$ cat src/rtl/row_uram_loader.sv
// row_uram_loader: AXI4-Stream int16 row beats -> one-hot URAM write strobes, address and data.
// Latency: start->first tready 1 cycle; accepted beat appears on URAM ports next cycle; last accept->done 2 cycles.
// Backpressure: tready is high for the whole LOAD state only; the URAMs never stall, tvalid gaps stall the counters.
//
// Ports:
//   clk, rst             clock, synchronous active-high reset
//   start, num_pairs_m1  begin a load of num_pairs_m1+1 row-pairs (16 beats each); honoured only in IDLE
//   s_axis_*             64-bit input stream, tlast marks the final beat of the load
//   busy, done           busy in LOAD/DONE; done pulses one cycle after the last write has been issued
//   tlast_err            sticky tlast position mismatch, cleared by an honoured start
//   uram_ena/wea/addra/dina  write port fan-out to 4 sets x 16 URAMs
module row_uram_loader #(
  parameter int ADDR_WIDTH = 12,
  parameter int NUM_SETS   = 4
) (
  input  logic                  clk,
  input  logic                  rst,
  input  logic                  start,
  input  logic [ADDR_WIDTH+1:0] num_pairs_m1,
  input  logic                  s_axis_tvalid,
  output logic                  s_axis_tready,
  input  logic [63:0]           s_axis_tdata,
  input  logic                  s_axis_tlast,
  output logic                  busy,
  output logic                  done,
  output logic                  tlast_err,
  output logic [63:0]           uram_ena,
  output logic [63:0]           uram_wea,
  output logic [ADDR_WIDTH-1:0] uram_addra,
  output logic [63:0]           uram_dina
);

  localparam int SET_BITS = $clog2(NUM_SETS);

  typedef enum logic [1:0] {
    S_IDLE = 2'd0,
    S_LOAD = 2'd1,
    S_DONE = 2'd2
  } state_t;

  state_t r_state;
  state_t w_state_nxt;

  logic [3:0]            r_beat_cnt;
  logic [ADDR_WIDTH+1:0] r_pair_cnt;
  logic [ADDR_WIDTH+1:0] r_num_pairs_m1;
  logic                  r_tlast_err;
  logic                  r_done;
  logic [63:0]           r_ena;
  logic [ADDR_WIDTH-1:0] r_addr;
  logic [63:0]           r_dina;

  logic                  w_start_ok;
  logic                  w_accept;
  logic                  w_final;
  logic [5:0]            w_wr_idx;

  assign w_accept = s_axis_tvalid & s_axis_tready;
  assign w_final  = (r_beat_cnt == 4'd15) && (r_pair_cnt == r_num_pairs_m1);
  // Set index in the upper bits, URAM-within-set (beat index) in the lower four.
  assign w_wr_idx = {r_pair_cnt[SET_BITS-1:0], r_beat_cnt};

  // State register
  always_ff @(posedge clk) begin
    if (rst) begin
      r_state <= S_IDLE;
    end else begin
      r_state <= w_state_nxt;
    end
  end

  // Next-state logic
  always_comb begin
    w_state_nxt = r_state;
    case (r_state)
      S_IDLE:  if (start) w_state_nxt = S_LOAD;
      S_LOAD:  if (w_accept && w_final) w_state_nxt = S_DONE;
      S_DONE:  w_state_nxt = S_IDLE;
      default: w_state_nxt = S_IDLE;
    endcase
  end

  // State-decoded outputs; tready depends on state only, never on tvalid.
  always_comb begin
    s_axis_tready = 1'b0;
    busy          = 1'b0;
    w_start_ok    = 1'b0;
    case (r_state)
      S_IDLE: w_start_ok = start;
      S_LOAD: begin
        s_axis_tready = 1'b1;
        busy          = 1'b1;
      end
      S_DONE: busy = 1'b1;
      default: ;
    endcase
  end

  // Counters and registered write port
  always_ff @(posedge clk) begin
    if (rst) begin
      r_beat_cnt     <= '0;
      r_pair_cnt     <= '0;
      r_num_pairs_m1 <= '0;
      r_tlast_err    <= 1'b0;
      r_done         <= 1'b0;
      r_ena          <= '0;
      r_addr         <= '0;
      r_dina         <= '0;
    end else begin
      r_ena  <= '0;
      // done rises on the DONE->IDLE edge, after the last strobe has been on the ports.
      r_done <= (r_state == S_DONE);
      if (w_start_ok) begin
        r_num_pairs_m1 <= num_pairs_m1;
        r_beat_cnt     <= '0;
        r_pair_cnt     <= '0;
        r_tlast_err    <= 1'b0;
      end
      if (w_accept) begin
        r_dina     <= s_axis_tdata;
        r_addr     <= r_pair_cnt[SET_BITS +: ADDR_WIDTH];
        r_ena      <= 64'd1 << w_wr_idx;
        r_beat_cnt <= r_beat_cnt + 4'd1;
        if (r_beat_cnt == 4'd15) begin
          r_pair_cnt <= r_pair_cnt + 1'b1;
        end
        // Flag tlast early or missing; the load keeps going either way.
        if (s_axis_tlast != w_final) begin
          r_tlast_err <= 1'b1;
        end
      end
    end
  end

  assign done       = r_done;
  assign tlast_err  = r_tlast_err;
  assign uram_ena   = r_ena;
  assign uram_wea   = r_ena;
  assign uram_addra = r_addr;
  assign uram_dina  = r_dina;

endmodule

$ cat config.mk
export PLATFORM = sky130hd
export DESIGN_NAME = row_uram_loader
export DESIGN_NICKNAME = d
export VERILOG_FILES = /design/src/rtl/row_uram_loader.sv
export SDC_FILE = /design/constraint.sdc
export NUM_CORES = 1
export LEC_CHECK = 0
export ABC_CLOCK_PERIOD_IN_PS = 2900
export CAP_MARGIN = 20
export CORE_UTILIZATION = 30
export DETAILED_ROUTE_END_ITERATION = 6
export PLACE_DENSITY = 0.72
export SLEW_MARGIN = 15
export SYNTH_ARGS = -nofsm -noshare
export SYNTH_HDL_FRONTEND = slang
export SYNTH_SLANG_ARGS = --single-unit
$ cat constraint.sdc
create_clock -name clk -period 2.9 [get_ports clk]
set_clock_uncertainty 0.05 [all_clocks]
set_input_delay 0.29 -clock clk [delete_from_list [all_inputs] [get_ports clk]]
set_output_delay 0.29 -clock clk [all_outputs]
set_load 0.03 [all_outputs]
Yosys cells after proc, flatten, opt, wreduce, memory -nomap -nowiden
Index checks and enable logic that the tools add are counted.

Register bits: 176. Bits of input ports: 83. Output and inout port bits: 208. Logic and storage cells: 42.

Add/subtract/negate cells: 2. Equality and inequality tests: 7. Shifts and indexed selects: 1. Multiplexer cells: 14. Bitwise gates (word level): 2. Reductions and logical operators: 7.

Operator list (count): << shifter 1 x 6 -> 64 bit (first input constant) (1); two-way mux 14 bit (3); adder 14 x 1 -> 14 bit (second input constant) (1); equality test 14 bit (1); two-way mux 4 bit (2); two-way mux 1 bit (6); adder 4 x 1 -> 4 bit (second input constant) (1); equality test 4 bit (second input constant) (1); two-way mux 2 bit (2); != test 2 bit (second input constant) (2); case mux 2 bit (2 select lines) (1); OR reduction 2 bit (2); equality test 2 x 1 -> 1 bit (second input constant) (1); equality test 2 bit (second input constant) (1); logical AND 1 bit (2); logical NOT 2 bit (1); AND reduction 2 bit (1); nonzero test 2 bit (1); bitwise AND 1 bit (1); != test 1 bit (1); inverter 1 bit (1).

Longest topological paths before layout
Gate-level depths: netlist (run 1).

Depth after elaboration: 6. Depth in mapped cells: 9. Gate-level depth less buffers: 7.

Worst setup path after synthesis (run 1)
No wires, ideal clock.

Path kind: register to register. Start: register r_state[1]. End: register r_pair_cnt[11]. Library setup time: 0.070 ns. Arrival: 2.055 ns. Data required time: 2.780 ns. Setup slack: 0.724 ns. Cell stages (with the launch flop): 8. Cells stage by stage: dfxtp_1 -> inv_1 -> ha_1 -> nand2_2 -> or4_4 -> buf_6 -> or3_1 -> a21oi_1.

RTL lines: start, declared (RTL line 41) `state_t r_state;`; start signal, assigned (RTL line 68) `r_state <= w_state_nxt;`; equality test 2 x 1 -> 1 bit (RTL line 88) `case (r_state)`; two-way mux 1 bit (RTL line 88); net s_axis_tready (RTL line 21) `output logic s_axis_tready,`; bitwise AND 1 bit (RTL line 58) `assign w_accept = s_axis_tvalid & s_axis_tready;`; two-way mux 14 bit (RTL line 120) `if (w_accept) begin`; end signal, assigned (RTL line 126) `r_pair_cnt <= r_pair_cnt + 1'b1;`; end, declared (RTL line 45) `logic [ADDR_WIDTH+1:0] r_pair_cnt;`.

The timed path passes the listed nets, and every way through them passes these cells. A chain may end at the register's enable or synchronous reset.

Worst setup path in the final report (run 1)
Start: register r_state[1]. End: output s_axis_tready.

Longest elaborated chain between the ends: 2.

Ends and longest elaborated chain (RTL line): equality test 2 x 1 -> 1 bit (88); two-way mux 1 bit (88); end, declared (21).

No other way between the ends.

==> results of run 1 <==
stage by stage:
stage | instances | setup WS (ps) | total power [uW] | cell area [um2]
after floorplan | 785 | 724.3 | 3566 | 6584
after CTS | 1276 | 586.9 | 6508 | 9826
after global placement | 1244 | 705.0 | 4110 | 9205
after global routing | 1276 | 440.8 | 6734 | 9826
final | 1276 | 602.5 | 6425 | 9826
after detailed placement | 1244 | 672.3 | 4128 | 9205
power groups by stage:
stage	logic, uW	clock network, uW	registers [uW]
floorplan	579	0	2990
global placement	1370	0	2740
detailed placement	1380	0	2750
CTS	1390	2430	2690
global route	1490	2530	2710
finish	1370	2360	2690
worst max-delay path, delay by kind of cell, from the launching register on:
kind,cells,cell delay (ps)
adders and majority gates,1,310
DFF,1,340
buffers and inverters,2,880
cell usage in the layout, fill, tap and decap left out, drive strengths merged, types with 3 or more instances in the layout:
master and n:
a21oi 104, and3 3, and4 3, buf 6, clkbuf 17, clkdlybuf4s50 289
clkinv 5, dfxtp 176, ha 12, inv 12, nand2 204, nand2b 4
nand3 11, nand4 7, nor2 92, nor2b 4, nor3 6, o21ai 3
or3 3, xnor2 18, xor2 4
logic make-up after synthesis:
logic type      Yosys count  share of synthesized area [%]
simple gates            346                          21.85
flops                   176                          53.52
buf+inv                 116                          10.53
compound gates          113                          8.894
xor+xnor                 22                          2.927
fa+ha+maj                12                          2.280
worst paths after layout:
check / to / cells after the start
min: r_pair_cnt[0] / 2
max: s_axis_tready / 3
min reg2reg: uram_dina[20] / 2
max reg2reg: r_pair_cnt[11] / 6
flip-flops by register name, indices dropped and copies added (netlist names):
register	flops
uram_dina	64
uram_ena	64
r_num_pairs_m1	14
r_pair_cnt	14
uram_addra	12
r_beat_cnt	4
r_state	2
done	1
tlast_err	1
layer usage:
layer	global-route usage, %	part of all wire (%)	vias to the layer above
met3	6.455	9.2	23
li1	-	-	2853
met2	30.19	51	234
met1	16.97	38	2649
met5	0	0	-
met4	6.263	1.9	0
area by class of cell:
type | count | area (um2) | area share (%)
Clock buffer | 17 | 425.4 | 4.330
Clock inverter | 15 | 195.2 | 1.987
Inverter | 5 | 18.77 | 0.1910
Multi-Input combinational cell | 493 | 2369 | 24.11
Sequential cell | 176 | 3523 | 35.86
Tap cell | 275 | 344.1 | 3.502
Timing Repair Buffer | 295 | 2950 | 30.03
==> results by group, run 1 <==
Synth
  – Syn Inst Count: 785
  – Synth top area share: 53.52%
  – Main area contributors after synthesis: dfxtp_1 (54%), nand2_1 (12%), a21oi_1 (7.9%)
  – Top-count cell post-synth: nand2_1
  – Mapped Area: 6584 um2
  – Asr flop ratio synth: 0%
  – Sequential-to-total area share from yosys stat: 53.52%
  – Post-synth EDFFs: 0
  – Synthesized area per cell: 8.387 um2
  – Largest area contributor in the netlist: dfxtp_1
  – Syn_nets: 880
  – Seq cells post-synth: 176
  – Commonest cells in the netlist: nand2_1 (203), dfxtp_1 (176), a21oi_1 (104)
  – Netlist cell types: 35
  – Yosys warning count: 0
  – Synth Flop Type: dfxtp_1

Floorplanning
  – Width of the chip: 150.1 um
  – Core area: 21290 um2
  – Ports: 291
  – Rows: 53
  – Initial core utilization: 30.93%
  – Area of the die: 22540 um2
  – Die height: 150.1 um

Clock tree
  – CTS clk-pin slew, worst paths: 80 ps
  – H-tree Lvls: 4
  – Setup Fix Bufs, Post-CTS: 0
  – Resize count post-CTS: 0
  – Hold buffers post-CTS: 0
  – Clk_lat worst skew: 430 ps
  – TritonCTS clock tree: yes
  – TritonCTS buffer count: 17
  – Clock root cell: clkbuf_16
  – Clock buffer depth: 2
  – CTS Sinks: 176

Final layout
  – Antenna cell count: 0
  – FILL cells: 2011
  – Area Overhead vs Synth: 49.24%
  – Fin util: 46.16%
  – Fin nets: 1083
  – Layout cells sized above 1: 4.396%

STA
  – Min Tclk post-route: 2298 ps
  – Hold slack: 201.5 ps
  – Final Hold Violating Endpoints: 0
  – Final setup fails: 0
  – Tightest Pin Transition: 818.2 ps
  – Max_slew headroom: 45.46%
  – Max frequency: 0.4352 GHz
  – Post-Route Setup TNS: 0 ps
  – Fin crit share: 79.23%
  – Max-slew violation count: 0
  – RSZ-0062 raised after global routing: false

Power and ir drop
  – Leakage power total: 0.003365 uW
  – Sequential power share: 41.9%
  – Switching Fraction: 31.79%
  – Switching power: 2042 uW
  – Max VDD drop: 0.3728 mV
  – Clock share of power: 36.8%
  – Combinational share of power: 21.3%
  – Internal power: 4383 uW
  – Power per Cell Area: 653.9 nW/um2

Setup path
  – Crit path max fanout: 6
  – WP data required: 2560 ps
  – Worst EP arrival: 1960 ps
  – Crit. End Element: primary output
  – CP max stage delay: 760 ps
  – CP Launch Type: register
  – Crit-path slowest cell: clkdlybuf4s50_1
  – Flop-to-flop setup slack: 640 ps
  – Crit path kind: reg -> out
  – Reg2reg start: r_state[1]
  – Crit. Startpoint: r_state[1]
  – CP Cell Sequence: inv_1, ha_1, clkdlybuf4s50_1

Global routing
  – Global router's overall resource usage: 16.56%
  – Wire length of the first global-routing pass: 28.40 mm
  – Pin count of the biggest net entering global routing: 75
  – Overall overflow remaining after global route: 0
  – Initial antenna violation count: 0
  – Vias in the first global route: 5525

Min path
  – Hold path start: rst
  – Worst hold path type: in -> reg

Drt
  – Detail Route Antenna Nets: 0
  – Final wirelength: 18.63 mm
  – Via count: 5759
  – Final routed DRC violation total: 0
  – Routed WL per cell: 14.60 um
  – DRT Pass-1 Iters: 4
  – Initial DRC Count: 259
  – Vias/cell: 4.513

Outcome
  – Status: complete, no violations

Run
  – Max-cap violation count: 0

Place
  – Port Buffers: 290
  – Placer Congestion: 0.7904
  – Post-DP HPWL: 13.80 mm
Power figures use the tool's default switching activity.
==> run 2, diff against run 1 <==
--- a/config.mk
+++ b/config.mk
@@ -5,11 +5,11 @@
 export SDC_FILE = /design/constraint.sdc
 export NUM_CORES = 1
 export LEC_CHECK = 0
-export ABC_CLOCK_PERIOD_IN_PS = 2900
+export ABC_CLOCK_PERIOD_IN_PS = 2100
 export CAP_MARGIN = 20
 export CORE_UTILIZATION = 30
 export DETAILED_ROUTE_END_ITERATION = 6
-export PLACE_DENSITY = 0.72
+export PLACE_DENSITY = 0.74
 export SLEW_MARGIN = 15
 export SYNTH_ARGS = -nofsm -noshare
 export SYNTH_HDL_FRONTEND = slang
==> constraint.sdc (replaced) <==
create_clock -name clk -period 2.1 [get_ports clk]
set_clock_uncertainty 0.05 [all_clocks]
set_input_delay 0.21 -clock clk [delete_from_list [all_inputs] [get_ports clk]]
set_output_delay 0.21 -clock clk [all_outputs]
set_load 0.03 [all_outputs]
==> run 2 against run 1 <==
Effect of this change:
- sequential power grew 38%
- die area is the same
- largest power group unchanged
- wire length rose by 1.5%
- non-clock buffer count is 13 higher
- worst hold slack got worse by 120 ps
- global-route usage is 0.21 points higher
- largest cell class unchanged
- critical path depth grew 3
==> results by group, run 2 (synthesis gave the netlist of run 1 again) <==
Outcome
  – Status: complete, no violations

Final layout
  – Commonest non-fill, non-tap cell in the layout: clkdlybuf4s50_1
  – Fin nets: 1096
  – Cell area after layout: 9925 um2
  – Antenna cell count: 0
  – FILL cells: 2055
  – Layout cells sized above 1: 5.819%
  – Area Overhead vs Synth: 50.74%
  – Fin util: 46.62%
  – Non-Filler Instances: 1289
  – Most frequent cells in the layout: clkdlybuf4s50_1 (287), nand2_1 (203), dfxtp_1 (176)

STA
  – Min Tclk post-route: 1962 ps
  – Max_slew headroom: 59.24%
  – Max-slew violation count: 0
  – Fin crit share: 93.44%
  – PnR worst setup slack: 137.9 ps
  – RSZ-0062 raised after global routing: false
  – Post-Route Setup TNS: 0 ps
  – Final Hold Violating Endpoints: 0
  – Final setup fails: 0
  – Tightest Pin Transition: 611.4 ps
  – Max frequency: 0.5096 GHz

Global routing
  – Wire length of the first global-routing pass: 28.81 mm
  – Global router's overall resource usage: 16.77%
  – Vias in the first global route: 5678
  – Initial antenna violation count: 0
  – Pin count of the biggest net entering global routing: 77
  – Overall overflow remaining after global route: 0

Place
  – Post-DP HPWL: 14.10 mm
  – Placed insts: 1256
  – Worst slack, placed: 8.842 ps
  – Placer Congestion: 0.8240
  – Placed cell area: 9310 um2
  – Port Buffers: 290

Drt
  – DRT Pass-1 Iters: 4
  – Detail Route Antenna Nets: 0
  – Routed WL per cell: 14.66 um
  – Final wirelength: 18.90 mm
  – Vias/cell: 4.500
  – Initial DRC Count: 210
  – Final routed DRC violation total: 0
  – Via count: 5801

Setup path
  – Crit-path slowest cell: or4_4
  – Crit-path leading delay family: simple AND/OR/NAND/NOR gates
  – Crit path max fanout: 7
  – Crit path kind: reg -> reg
  – Worst EP arrival: 2260 ps
  – CP max stage delay: 590 ps
  – CP Launch Type: register
  – WP data required: 2400 ps
  – CP Cell Sequence: inv_1, ha_4, nand2_2, or4_4, or3_1, a21oi_1
  – CP bufs+invs: 1
  – Crit. End Element: register

Clock tree
  – CTS Sinks: 176
  – CTS clk-pin slew, worst paths: 70 ps
  – Clk_lat worst skew: 420 ps
  – Hold buffers post-CTS: 0
  – Clock root cell: clkbuf_16
  – TritonCTS clock tree: yes
  – H-tree Lvls: 4
  – Clock buffer depth: 2
  – TritonCTS buffer count: 17

Min path
  – Worst hold path type: in -> reg

Floorplanning
  – Width of the chip: 150.1 um
  – Rows: 53
  – Initial core utilization: 30.93%
  – Ports: 291
  – Die height: 150.1 um
  – Area of the die: 22540 um2
  – Core area: 21290 um2

Power and ir drop
  – Sequential power share: 42.3%
  – Switching power: 2843 uW
  – Leakage power total: 0.003435 uW
  – Switching Fraction: 32.35%
  – Clock share of power: 35.6%
  – Combinational share of power: 22.1%
  – Max VDD drop: 0.4883 mV
  – Power per Cell Area: 885.7 nW/um2
  – Internal power: 5947 uW

Run
  – Max-cap violation count: 0
## run 2: changes by cell type in the layout (fill, tap and decap cells not counted), sizes merged
| cell | delta |
|---|---|
| bufinv | -1 |
| clkinv | +1 |
| inv | +1 |
| dlygate4sd2 | +2 |
| clkdlybuf4s50 | -2 |
| buf | +13 |
| clkinvlp | -1 |
## run 2: routing by layer
metal | part of all wire [%] | GRT usage (%) | routed length, um
met4 | 2.3 | 6.111 | 429
met3 | 8.9 | 6.485 | 1675
met2 | 50 | 30.67 | 9525
met1 | 38 | 17.22 | 7272
met5 | 0 | 0 | 0
## run 2: what timing repair did
| action | 4_1_cts | 5_1_grt |
|---|---|---|
| endpoints found under the setup margin | 3 | 4 |
| cloned | 0 | 0 |
| buffers inserted | 0 | 1 |
| pin swaps | 0 | 1 |
| resized for setup | 3 | 2 |
## run 2: path summary, 6_finish.rpt
check	slack, ps	start	depth (start not counted)	endpoint
min reg2reg	400	uram_dina[1]	2	uram_dina[1]
max	140	r_state[1]	6	r_pair_cnt[7]
min	80	rst	2	r_num_pairs_m1[2]
max reg2reg	140	r_state[1]	6	r_pair_cnt[7]
## run 2: cell type report
class	count	area, um2	share of cell area (%)
timing repair buffer	308	3058	30.81
inverter	5	18.77	0.1891
multi-input combinational	493	2392	24.10
tap	275	344.1	3.467
sequential	176	3523	35.50
clock buffer	17	425.4	4.286
clock inverter	15	162.7	1.639
## run 2: worst register-to-register path, stage by stage, from the launching register on
cell and delay, ps:
dfxtp_1 340, inv_1 160, ha_4 190, nand2_2 60, or4_4 590, or3_1 340
a21oi_1 150
## run 2: metrics by stage
step | power, uW | hold slack [ps]
after floorplan | 4927 | 296.0
after global placement | 5710 | 390.3
after global routing | 9226 | 79.53
final | 8790 | 84.42
after CTS | 8881 | 64.44
after detailed placement | 5740 | 396.9
## run 2: power by group through the flow
stage / clock, uW / sequential (uW) / combinational [uW]
after floorplan: 0 / 4120 / 803
after global placement: 0 / 3780 / 1930
after detailed placement: 0 / 3790 / 1950
after CTS: 3210 / 3720 / 1950
after global routing: 3360 / 3750 / 2120
final: 3130 / 3720 / 1940
==> run 3, diff against run 2 <==
==> constraint.sdc (replaced) <==
create_clock -name clk -period 2.1 [get_ports clk]
set_clock_uncertainty 0.05 [all_clocks]
set_input_delay 0.21 -clock clk [delete_from_list [all_inputs] [get_ports clk]]
set_output_delay 0.21 -clock clk [all_outputs]
set_load 0.1 [all_outputs]
==> run 3 against run 2 <==
Effect of this change:
- via count is 0.97% lower
- die area unchanged
- combinational power is 53% higher
- cell area fell by 4.9%
==> results by group, run 3 (synthesis gave the netlist of run 1 again) <==
Global routing
  – Wire length of the first global-routing pass: 28.19 mm
  – Grt met3 use: 4.848%
  – Met2 Usage GRT: 30.51%
  – Pin count of the biggest net entering global routing: 82
  – Global router's overall resource usage: 16.30%
  – Vias in the first global route: 5406
  – Grt met1 use: 17.37%
  – Initial antenna violation count: 0
  – Overall overflow remaining after global route: 0
  – Most crowded layer after global routing: met2

Place
  – Port Buffers: 290
  – Placed insts: 1259
  – Post-DP HPWL: 13.75 mm
  – Placer Congestion: 0.7753

Setup path
  – Crit-path leading delay family: simple AND/OR/NAND/NOR gates
  – Crit path max fanout: 4
  – CP Launch Type: register
  – Crit-path slowest cell: dfxtp_1
  – Worst r2r dst: r_state[1]
  – CP max stage delay: 340 ps
  – Crit. End Element: register
  – WP data required: 2360 ps
  – Reg2reg path depth: 6
  – CP Cell Sequence: ha_1, and3_1, nand4_1, nor4_4, nor2_1, a311o_1
  – Crit path kind: reg -> reg
  – Worst EP arrival: 2180 ps
  – CP bufs+invs: 0
  – Reg2reg start: r_beat_cnt[1]
  – Flop-to-flop setup slack: 180 ps

Clock tree
  – Clock buffer depth: 2
  – Hold buffers post-CTS: 0
  – H-tree Lvls: 4
  – Clk_lat worst skew: 420 ps
  – Setup Fix Bufs, Post-CTS: 0
  – CTS Sinks: 176
  – Resize count post-CTS: 0
  – TritonCTS clock tree: yes
  – CTS clk-pin slew, worst paths: 70 ps
  – Clock root cell: clkbuf_16
  – TritonCTS buffer count: 17

Final layout
  – Most frequent cells in the layout: buf_4 (225), nand2_1 (203), dfxtp_1 (176)
  – Area of the multi-input gates: 2395 um2
  – Fin nets: 1098
  – Antenna cell count: 0
  – Commonest non-fill, non-tap cell in the layout: buf_4
  – FILL cells: 2103
  – Non-Filler Instances: 1291
  – Area Overhead vs Synth: 43.31%
  – Seq. cell area: 3523 um2
  – Layout cells sized above 1: 26.48%
  – Fin util: 44.32%

STA
  – Final setup fails: 0
  – Final Hold Violating Endpoints: 0
  – Tightest Pin Transition: 545.2 ps
  – Min Tclk post-route: 1922 ps
  – Max-slew violation count: 0
  – Fin crit share: 91.54%
  – RSZ-0062 raised after global routing: false
  – Post-Route Setup TNS: 0 ps
  – Max frequency: 0.5202 GHz
  – Max_slew headroom: 63.57%
  – Hold slack: 91.17 ps

Drt
  – Routed WL per cell: 14.44 um
  – Vias/cell: 4.450
  – Via count: 5745
  – Final wirelength: 18.64 mm
  – Initial DRC Count: 199
  – DRT Pass-1 Iters: 4
  – Detail Route Antenna Nets: 0
  – Final routed DRC violation total: 0

Floorplanning
  – Die height: 150.1 um
  – Ports: 291
  – Rows: 53
  – Area of the die: 22540 um2
  – Width of the chip: 150.1 um
  – Core area: 21290 um2
  – Initial core utilization: 30.93%

Power and ir drop
  – Max VDD drop: 0.5916 mV
  – Leakage power total: 0.003867 uW
  – Power per Cell Area: 1039 nW/um2

Min path
  – Hold path start: rst
  – Worst Hold End: r_beat_cnt[1]
  – Worst hold path type: in -> reg
  – Hold depth: 2

Outcome
  – Status: complete, no violations

Run
  – Max-cap violation count: 0
==> run 3: cell types whose count changed in the layout (fill, tap and decap cells not counted), moves of 3 or more <==
cell and delta:
inv_6 +4, buf_4 +208, clkdlybuf4s50_1 -206, clkinv_4 -3, inv_8 -4
==> run 3: metrics by stage <==
stage | cell area [um2] | total power [uW] | setup slack [ps]
after global placement | 8852 | 6751 | 80.92
final | 9435 | 9804 | 177.6
after CTS | 9427 | 9915 | 114.3
after detailed placement | 8852 | 6774 | 82.15
after floorplan | 6601 | 6001 | 24.00
after global routing | 9435 | 10240 | 55.31
==> run 3: worst max-delay path by stage <==
stage / start / endpoint / slack [ps] / cells past startpoint
floorplan: r_state[1] / r_pair_cnt[11] / 20 / 7
global placement: s_axis_tvalid / r_pair_cnt[7] / 80 / 5
detailed placement: s_axis_tvalid / r_pair_cnt[7] / 80 / 5
CTS: r_beat_cnt[1] / r_state[1] / 110 / 6
global route: r_beat_cnt[0] / tlast_err / 60 / 6
finish: r_beat_cnt[1] / r_state[1] / 180 / 6
==> run 3: layout make-up <==
type	count	share of cell area, %
clock buffer	17	4.509
multi-input combinational	493	25.38
timing repair buffer	310	27.34
clock inverter	15	1.578
sequential	176	37.34
tap	275	3.647
inverter	5	0.1989
==> run 3: worst reg2reg max path, stage by stage (launching register included) <==
cell     delay, ps
dfxtp_1        340
ha_1           240
and3_1         280
nand4_1        190
nor4_4         320
nor2_1          80
a311o_1        320
==> run 3: per-layer routing <==
layer	vias to the layer above	wire length, um	share of wire [%]
met5	-	0	0
met4	0	233	1.2
met3	18	1394	7.5
met2	238	9696	52
met1	2598	7316	39
li1	2891	-	-
==> run 3: power breakdown <==
group	total (uW)	internal, uW	switching [uW]
Clock	3110	1680	1440
Combinational	2970	754	2220
Sequential	3720	3580	143
